### src/rtl/entrada_digito_pkg.sv
`default_nettype none
// ============================================================================
// entrada_pkg : shared state encoding and digit limits for entrada_digito.
// Revision 1.0
// ============================================================================
package entrada_pkg;

  localparam logic [1:0] OCIOSO       = 2'd0;
  localparam logic [1:0] FILTRA_PRESS = 2'd1;
  localparam logic [1:0] PRESSIONADO  = 2'd2;
  localparam logic [1:0] FILTRA_SOLTA = 2'd3;

  localparam logic [3:0] DIGITO_MAX = 4'd9;

  function automatic logic digito_ok(input logic [3:0] d);
    return (d <= DIGITO_MAX);
  endfunction

endpackage
`default_nettype wire

### src/rtl/entrada_digito_if.sv
`default_nettype none
// ============================================================================
// entrada_digito_if : operator switches/button in, digit strobe out.
// Revision 1.0
// ============================================================================
interface entrada_digito_if;

  logic       botao;
  logic [3:0] chaves;
  logic       insere;
  logic [3:0] numero;
  logic       digito_valido;
  logic       ocupado;

  // master = operator panel side, slave = entrada_digito
  modport master (
    output botao, chaves,
    input  insere, numero, digito_valido, ocupado
  );

  modport slave (
    input  botao, chaves,
    output insere, numero, digito_valido, ocupado
  );

endinterface
`default_nettype wire

### src/rtl/entrada_digito_sincronizador.sv
`default_nettype none
// ============================================================================
// sincronizador : STAGES-deep flop chain bringing an asynchronous bus into clk.
// Revision 1.0
// ============================================================================
module sincronizador #(
  parameter int unsigned WIDTH  = 1,
  parameter int unsigned STAGES = 2
) (
  input  wire logic             clk,
  input  wire logic             reset_n,
  input  wire logic [WIDTH-1:0] d,
  output      logic [WIDTH-1:0] q
);

  logic [STAGES-1:0][WIDTH-1:0] r_chain;

  always_ff @(posedge clk or negedge reset_n) begin
    if (!reset_n) begin
      r_chain <= '0;
    end else begin
      r_chain <= {r_chain[STAGES-2:0], d};
    end
  end

  assign q = r_chain[STAGES-1];

endmodule
`default_nettype wire

### src/rtl/entrada_digito.sv
`default_nettype none
// ============================================================================
// entrada_digito : synchronises and debounces the insert button, emitting one
// insere pulse per press with the switch digit frozen on numero.
// Revision 1.0
// ============================================================================
module entrada_digito
  import entrada_pkg::*;
#(
  parameter int unsigned DEBOUNCE_CYCLES = 500000,
  parameter int unsigned SYNC_STAGES     = 2
) (
  input wire logic         clk,
  input wire logic         reset_n,
  entrada_digito_if.slave  ent
);

  localparam int unsigned c_cnt_w   = $clog2(DEBOUNCE_CYCLES);
  localparam logic [c_cnt_w-1:0] c_cnt_max = c_cnt_w'(DEBOUNCE_CYCLES - 1);

  logic               w_botao_s;
  logic [3:0]         w_chaves_s;
  logic [1:0]         r_estado;
  logic [1:0]         w_proximo;
  logic [c_cnt_w-1:0] r_cnt;
  logic               w_filtrando;
  logic               w_captura;
  logic               w_ocupado;
  logic               r_insere;
  logic [3:0]         r_numero;
  logic               r_valido;

  sincronizador #(
    .WIDTH  (1),
    .STAGES (SYNC_STAGES)
  ) u_sync_botao (
    .clk     (clk),
    .reset_n (reset_n),
    .d       (ent.botao),
    .q       (w_botao_s)
  );

  sincronizador #(
    .WIDTH  (4),
    .STAGES (SYNC_STAGES)
  ) u_sync_chaves (
    .clk     (clk),
    .reset_n (reset_n),
    .d       (ent.chaves),
    .q       (w_chaves_s)
  );

  always_ff @(posedge clk or negedge reset_n) begin
    if (!reset_n) begin
      r_estado <= OCIOSO;
    end else begin
      r_estado <= w_proximo;
    end
  end

  always_comb begin
    w_proximo = r_estado;
    case (r_estado)
      OCIOSO: begin
        if (w_botao_s) w_proximo = FILTRA_PRESS;
      end
      FILTRA_PRESS: begin
        if (!w_botao_s)              w_proximo = OCIOSO;
        else if (r_cnt == c_cnt_max) w_proximo = PRESSIONADO;
      end
      PRESSIONADO: begin
        if (!w_botao_s) w_proximo = FILTRA_SOLTA;
      end
      FILTRA_SOLTA: begin
        // a high sample while releasing is a bounce, not a new press
        if (w_botao_s)               w_proximo = PRESSIONADO;
        else if (r_cnt == c_cnt_max) w_proximo = OCIOSO;
      end
      default: w_proximo = OCIOSO;
    endcase
  end

  always_comb begin
    w_ocupado   = (r_estado != OCIOSO);
    w_filtrando = (r_estado == FILTRA_PRESS) || (r_estado == FILTRA_SOLTA);
    w_captura   = (r_estado == FILTRA_PRESS) && w_botao_s && (r_cnt == c_cnt_max);
  end

  // restarts on every state change; holds at its maximum rather than wrapping
  always_ff @(posedge clk or negedge reset_n) begin
    if (!reset_n) begin
      r_cnt <= '0;
    end else if (w_proximo != r_estado) begin
      r_cnt <= '0;
    end else if (w_filtrando && (r_cnt != c_cnt_max)) begin
      r_cnt <= r_cnt + 1'b1;
    end
  end

  always_ff @(posedge clk or negedge reset_n) begin
    if (!reset_n) begin
      r_insere <= 1'b0;
      r_numero <= 4'd0;
      r_valido <= 1'b0;
    end else begin
      r_insere <= w_captura;
      if (w_captura) begin
        r_numero <= w_chaves_s;
        r_valido <= digito_ok(w_chaves_s);
      end
    end
  end

  assign ent.insere        = r_insere;
  assign ent.numero        = r_numero;
  assign ent.digito_valido = r_valido;
  assign ent.ocupado       = w_ocupado;

endmodule
`default_nettype wire
### src/flat_wrapper.sv
// flat-port wrapper written by rule: the top's interface ports become plain ports
module entrada_digito_flat import entrada_pkg::*;
#(
  parameter int unsigned DEBOUNCE_CYCLES = 500000,
  parameter int unsigned SYNC_STAGES     = 2
)
  (clk, reset_n, ent_botao, ent_chaves, ent_insere, ent_numero, ent_digito_valido, ent_ocupado);
  entrada_digito_if ent_i ();
  input wire logic clk;
  input wire logic reset_n;
  input wire logic [$bits(ent_i.botao)-1:0] ent_botao;
  input wire logic [$bits(ent_i.chaves)-1:0] ent_chaves;
  output wire logic [$bits(ent_i.insere)-1:0] ent_insere;
  output wire logic [$bits(ent_i.numero)-1:0] ent_numero;
  output wire logic [$bits(ent_i.digito_valido)-1:0] ent_digito_valido;
  output wire logic [$bits(ent_i.ocupado)-1:0] ent_ocupado;
  assign ent_i.botao = ent_botao;
  assign ent_i.chaves = ent_chaves;
  assign ent_insere = ent_i.insere;
  assign ent_numero = ent_i.numero;
  assign ent_digito_valido = ent_i.digito_valido;
  assign ent_ocupado = ent_i.ocupado;
  entrada_digito #(.DEBOUNCE_CYCLES(DEBOUNCE_CYCLES), .SYNC_STAGES(SYNC_STAGES)) u_core (.clk(clk), .reset_n(reset_n), .ent(ent_i));
endmodule
### config.mk
export PLATFORM = sky130hd
export DESIGN_NAME = entrada_digito_flat
export DESIGN_NICKNAME = d
export VERILOG_FILES = /design/src/rtl/entrada_digito_pkg.sv /design/src/rtl/entrada_digito_if.sv /design/src/rtl/entrada_digito_sincronizador.sv /design/src/rtl/entrada_digito.sv /design/src/flat_wrapper.sv
export SDC_FILE = /design/constraint.sdc
export NUM_CORES = 1
export LEC_CHECK = 0
export CAP_MARGIN = 40
export CORE_ASPECT_RATIO = 1.1
export CORE_MARGIN = 2
export CORE_UTILIZATION = 51
export CTS_CLUSTER_DIAMETER = 50
export DETAILED_ROUTE_END_ITERATION = 8
export GPL_TIMING_DRIVEN = 1
export HOLD_SLACK_MARGIN = 0.12
export PLACE_DENSITY = 0.74
export SYNTH_ARGS = -nofsm -noshare
export SYNTH_HDL_FRONTEND = slang
export SYNTH_SLANG_ARGS = --single-unit
export TNS_END_PERCENT = 5
### constraint.sdc
create_clock -name clk -period 1.96 [get_ports clk]
set_clock_uncertainty 0.1 [all_clocks]
set_input_delay 0.392 -clock clk [delete_from_list [all_inputs] [get_ports clk]]
set_output_delay 0.392 -clock clk [all_outputs]
set_load 0.01 [all_outputs]
==> results.json <==
{
  "synth_top_area_share_pct": 51.93,
  "p_leak_uw": 0.0009881,
  "synthArstFlopShare_pct": 100.0,
  "drtIter0Drc": 113,
  "placed_cell_area_um2": 2087,
  "finalHoldViolCount": 0,
  "worstHoldPathType": "reg2reg",
  "startpoint_type": "flop",
  "vias": 1473,
  "gr-usage-met1_pct": 30.79,
  "row_count": 22,
  "ir_drop_mv": 0.5263,
  "cp.arrival_ns": 2.15,
  "fin_crit_ns": 2.002,
  "postRouteAntennaNets": 0,
  "cp_num_buf_inv": 0,
  "slew_violations": 0,
  "path_cells": "nor4b_4 > nand3_2 > nor4_4 > and3b_2 > mux2_4",
  "cts_hold_buf": 0,
  "clk_root_buffer_cell": "clkbuf_4",
  "maxCapViolCount": 0,
  "synth_area_leaders": "dfrtp_1 (52%), nand3_1 (4.5%), mux2_4 (4.2%)",
  "gp_congestion": 0.8771,
  "die_h_um": 66.02,
  "antenna_cells": 0,
  "dpl.cell_count": 240,
  "htree_levels": 2,
  "initial_core_util_pct": 53.53,
  "outcome": "finished with violations",
  "setup-violations-final": 5,
  "grt_usage_pct": 23.98,
  "p_per_area_nw_per_um2": 636.3,
  "layout.nets": 209,
  "worst_ep_required_time_ns": 2.11,
  "chipWidth_um": 60.38,
  "tightest_slew_ns": 0.4485,
  "via_per_inst": 5.892,
  "drtPass1Iterations": 4,
  "synthFlopType": "dfrtp_1",
  "final_cells": 250,
  "fin_crit_sh_pct": 102.2,
  "ys_seq_elements": 37,
  "cp-end-kind": "flop",
  "synth_edf_count": 0,
  "finalSetupTns_ns": -0.1745,
  "area_delta_synth_final_pct": 25.05,
  "synthDistinctLibCells": 43,
  "synthesis.area_um2": 1783,
  "numCtsBuffers": 5,
  "layout_setup_ws_ns": -0.04240,
  "crit_family": "simple AND/OR/NAND/NOR gates",
  "crit_path_top_delay_cell": "dfrtp_1",
  "fin_area_um2": 2230,
  "crit_fanout": 5,
  "gr-total-overflow": 0,
  "core-area_um2": 3331,
  "utilization_pct": 66.94,
  "die-area_um2": 3986,
  "synth-warning-count": 0,
  "grt_first_pass_wirelength_mm": 6.969,
  "clk_pin_slew_ns": 0.12,
  "min-delay-start": "u_core.u_sync_chaves.r_chain[3]$_DFF_PN0_",
  "crit_start": "u_core.r_cnt[9]$_DFFE_PN0P_",
  "timing.rr.start": "u_core.r_cnt[9]$_DFFE_PN0P_",
  "syn_inst": 164,
  "ios": 14,
  "fmax_mhz": 499.4,
  "grt_pass1_vias": 1453,
  "relSlewSlack_pct": 70.10,
  "ys_seq_area_share_pct": 51.93,
  "wl_mm": 4.355,
  "synth_top_cell_by_area": "dfrtp_1",
  "port_buffers": 13,
  "insertion_delay_ns": 0.35,
  "clockBufferDepth": 2,
  "remaining_drc_errors": 0,
  "grtUsageMet2_pct": 38.18,
  "antenna_found_initial": 0,
  "routedWlPerCell_um": 17.42,
  "syn_nets": 172,
  "tritoncts": "yes",
  "syn_avg_cell_area_um2": 10.87,
  "cts_sinks": 37,
  "p_total_uw": 1419,
  "worst-setup-path-type": "reg2reg",
  "grtUsageMet3_pct": 7.241,
  "dpl.hpwl_mm": 3.032,
  "top_usage_layer": "met2",
  "cpPeakStageDelay_ns": 0.43,
  "grt_max_degree": 38,
  "rsz0062_at_grt": "true",
  "final_layout_size_suffix_gt1_share_pct": 26.73,
  "violations": "setup timing"
}
## cell usage after synthesis, types with 2 or more instances
cell type,instances
buf_2,2
xnor2_1,3
nor2_1,13
a211o_1,2
and3_1,5
o21ai_0,7
nand3_1,16
buf_6,2
or4_1,2
nand4_1,4
nand3_2,2
dfrtp_1,37
nand2_1,17
a22o_1,3
nor4_1,3
mux2_4,5
o21ai_1,4
and2_1,2
a21o_1,2
or3_1,2
nor3_1,7
nor4b_2,2
xor2_1,2
## area by class of cell
| class | instances | area [um^2] |
|---|---|---|
| fillers | 255 | 1101 |
| well taps | 48 | 60.06 |
| repair buffers | 35 | 297.8 |
| clock inverters | 2 | 38.79 |
| multi-input cells | 122 | 865.8 |
| flip-flops and latches | 37 | 925.9 |
| clock buffers | 6 | 41.29 |
## report_power, final
part	internal (uW)	total [uW]	switching [uW]	leakage (uW)
clock	271	536	265	0.0000424
combinational	41.8	95.7	53.9	0.000455
sequential	778	787	9.35	0.000490
total	1090	1420	328	0.000988
## metal layers
metal  wire [um]  share of wire [%]  vias to the layer above
met5           0                  0                        -
met4          57                1.3                        0
met3         327                7.5                        8
met2        2163                 50                       59
met1        1807                 41                      731
li1            -                  -                      675
## state kept, by name, summed over array words and instances, names as in the netlist, 2 cells and up
name,cells
u_core.r_cnt,19
u_core.ent.numero,4
u_core.u_sync_chaves.q,4
u_core.u_sync_chaves.r_chain,4
u_core.r_estado,2
## stage by stage
step / setup slack, ns / hold WS [ns]
final: -0.04240 / 0.2625
after floorplan: 0.01909 / -0.003591
after detailed placement: -0.1811 / 0.2355
after CTS: -0.04604 / 0.2661
after global routing: -0.08566 / 0.2816
after global placement: -0.07069 / 0.2330
## cell usage in the layout, fill, tap and decap left out, types with 3 or more instances in the layout
master           synthesis  routed
o21ai_0                  7       7
a22o_1                   3       3
clkdlybuf4s50_1          0      12
nand3_1                 16      16
nand4_1                  4       4
xnor2_1                  3       3
mux2_4                   5       5
nor2_1                  13      13
clkbuf_4                 0       5
buf_4                    0      21
nor3_1                   7       6
o21ai_1                  4       4
and3_1                   5       5
nand2_1                 17      15
dfrtp_1                 37      37
## final timing paths
kind / end / slack (ns) / cells past startpoint
setup / recovery: u_core.ent.numero[3]$_DFFE_PN0P_ / -0.04 / 5
hold / removal: u_core.u_sync_chaves.q[3]$_DFF_PN0_ / 0.26 / 0
setup reg to reg: u_core.ent.numero[3]$_DFFE_PN0P_ / -0.04 / 5
hold reg to reg: u_core.u_sync_chaves.q[3]$_DFF_PN0_ / 0.26 / 0
max in group asynchronous: u_core.u_sync_botao.q$_DFF_PN0_ / 1.11 / 2
min in group asynchronous: u_core.ent.numero[3]$_DFFE_PN0P_ / 0.33 / 2
## repair_timing
action                                  in CTS  in global routing
cloned                                       0                  0
pin swaps                                    2                  4
buffers inserted                             2                  0
gates resized for setup                      6                  7
endpoints found under the setup margin      17                 22
## cell families (layout without fill, tap and decap cells)
kind of cell               count (synthesis)  in the layout  synth area share [%]
xor gates and xnor gates                   5              5                 2.457
adders and majority gates                  1              1                0.7016
and+or+nand+nor                           87             87                 28.28
DFF                                       37             37                 51.93
buffers and inverters                      5             43                 2.035
muxes                                      7              7                 5.403
AOI/OAI and AO/OA                         22             22                 9.194
Power figures use the tool's default switching activity.
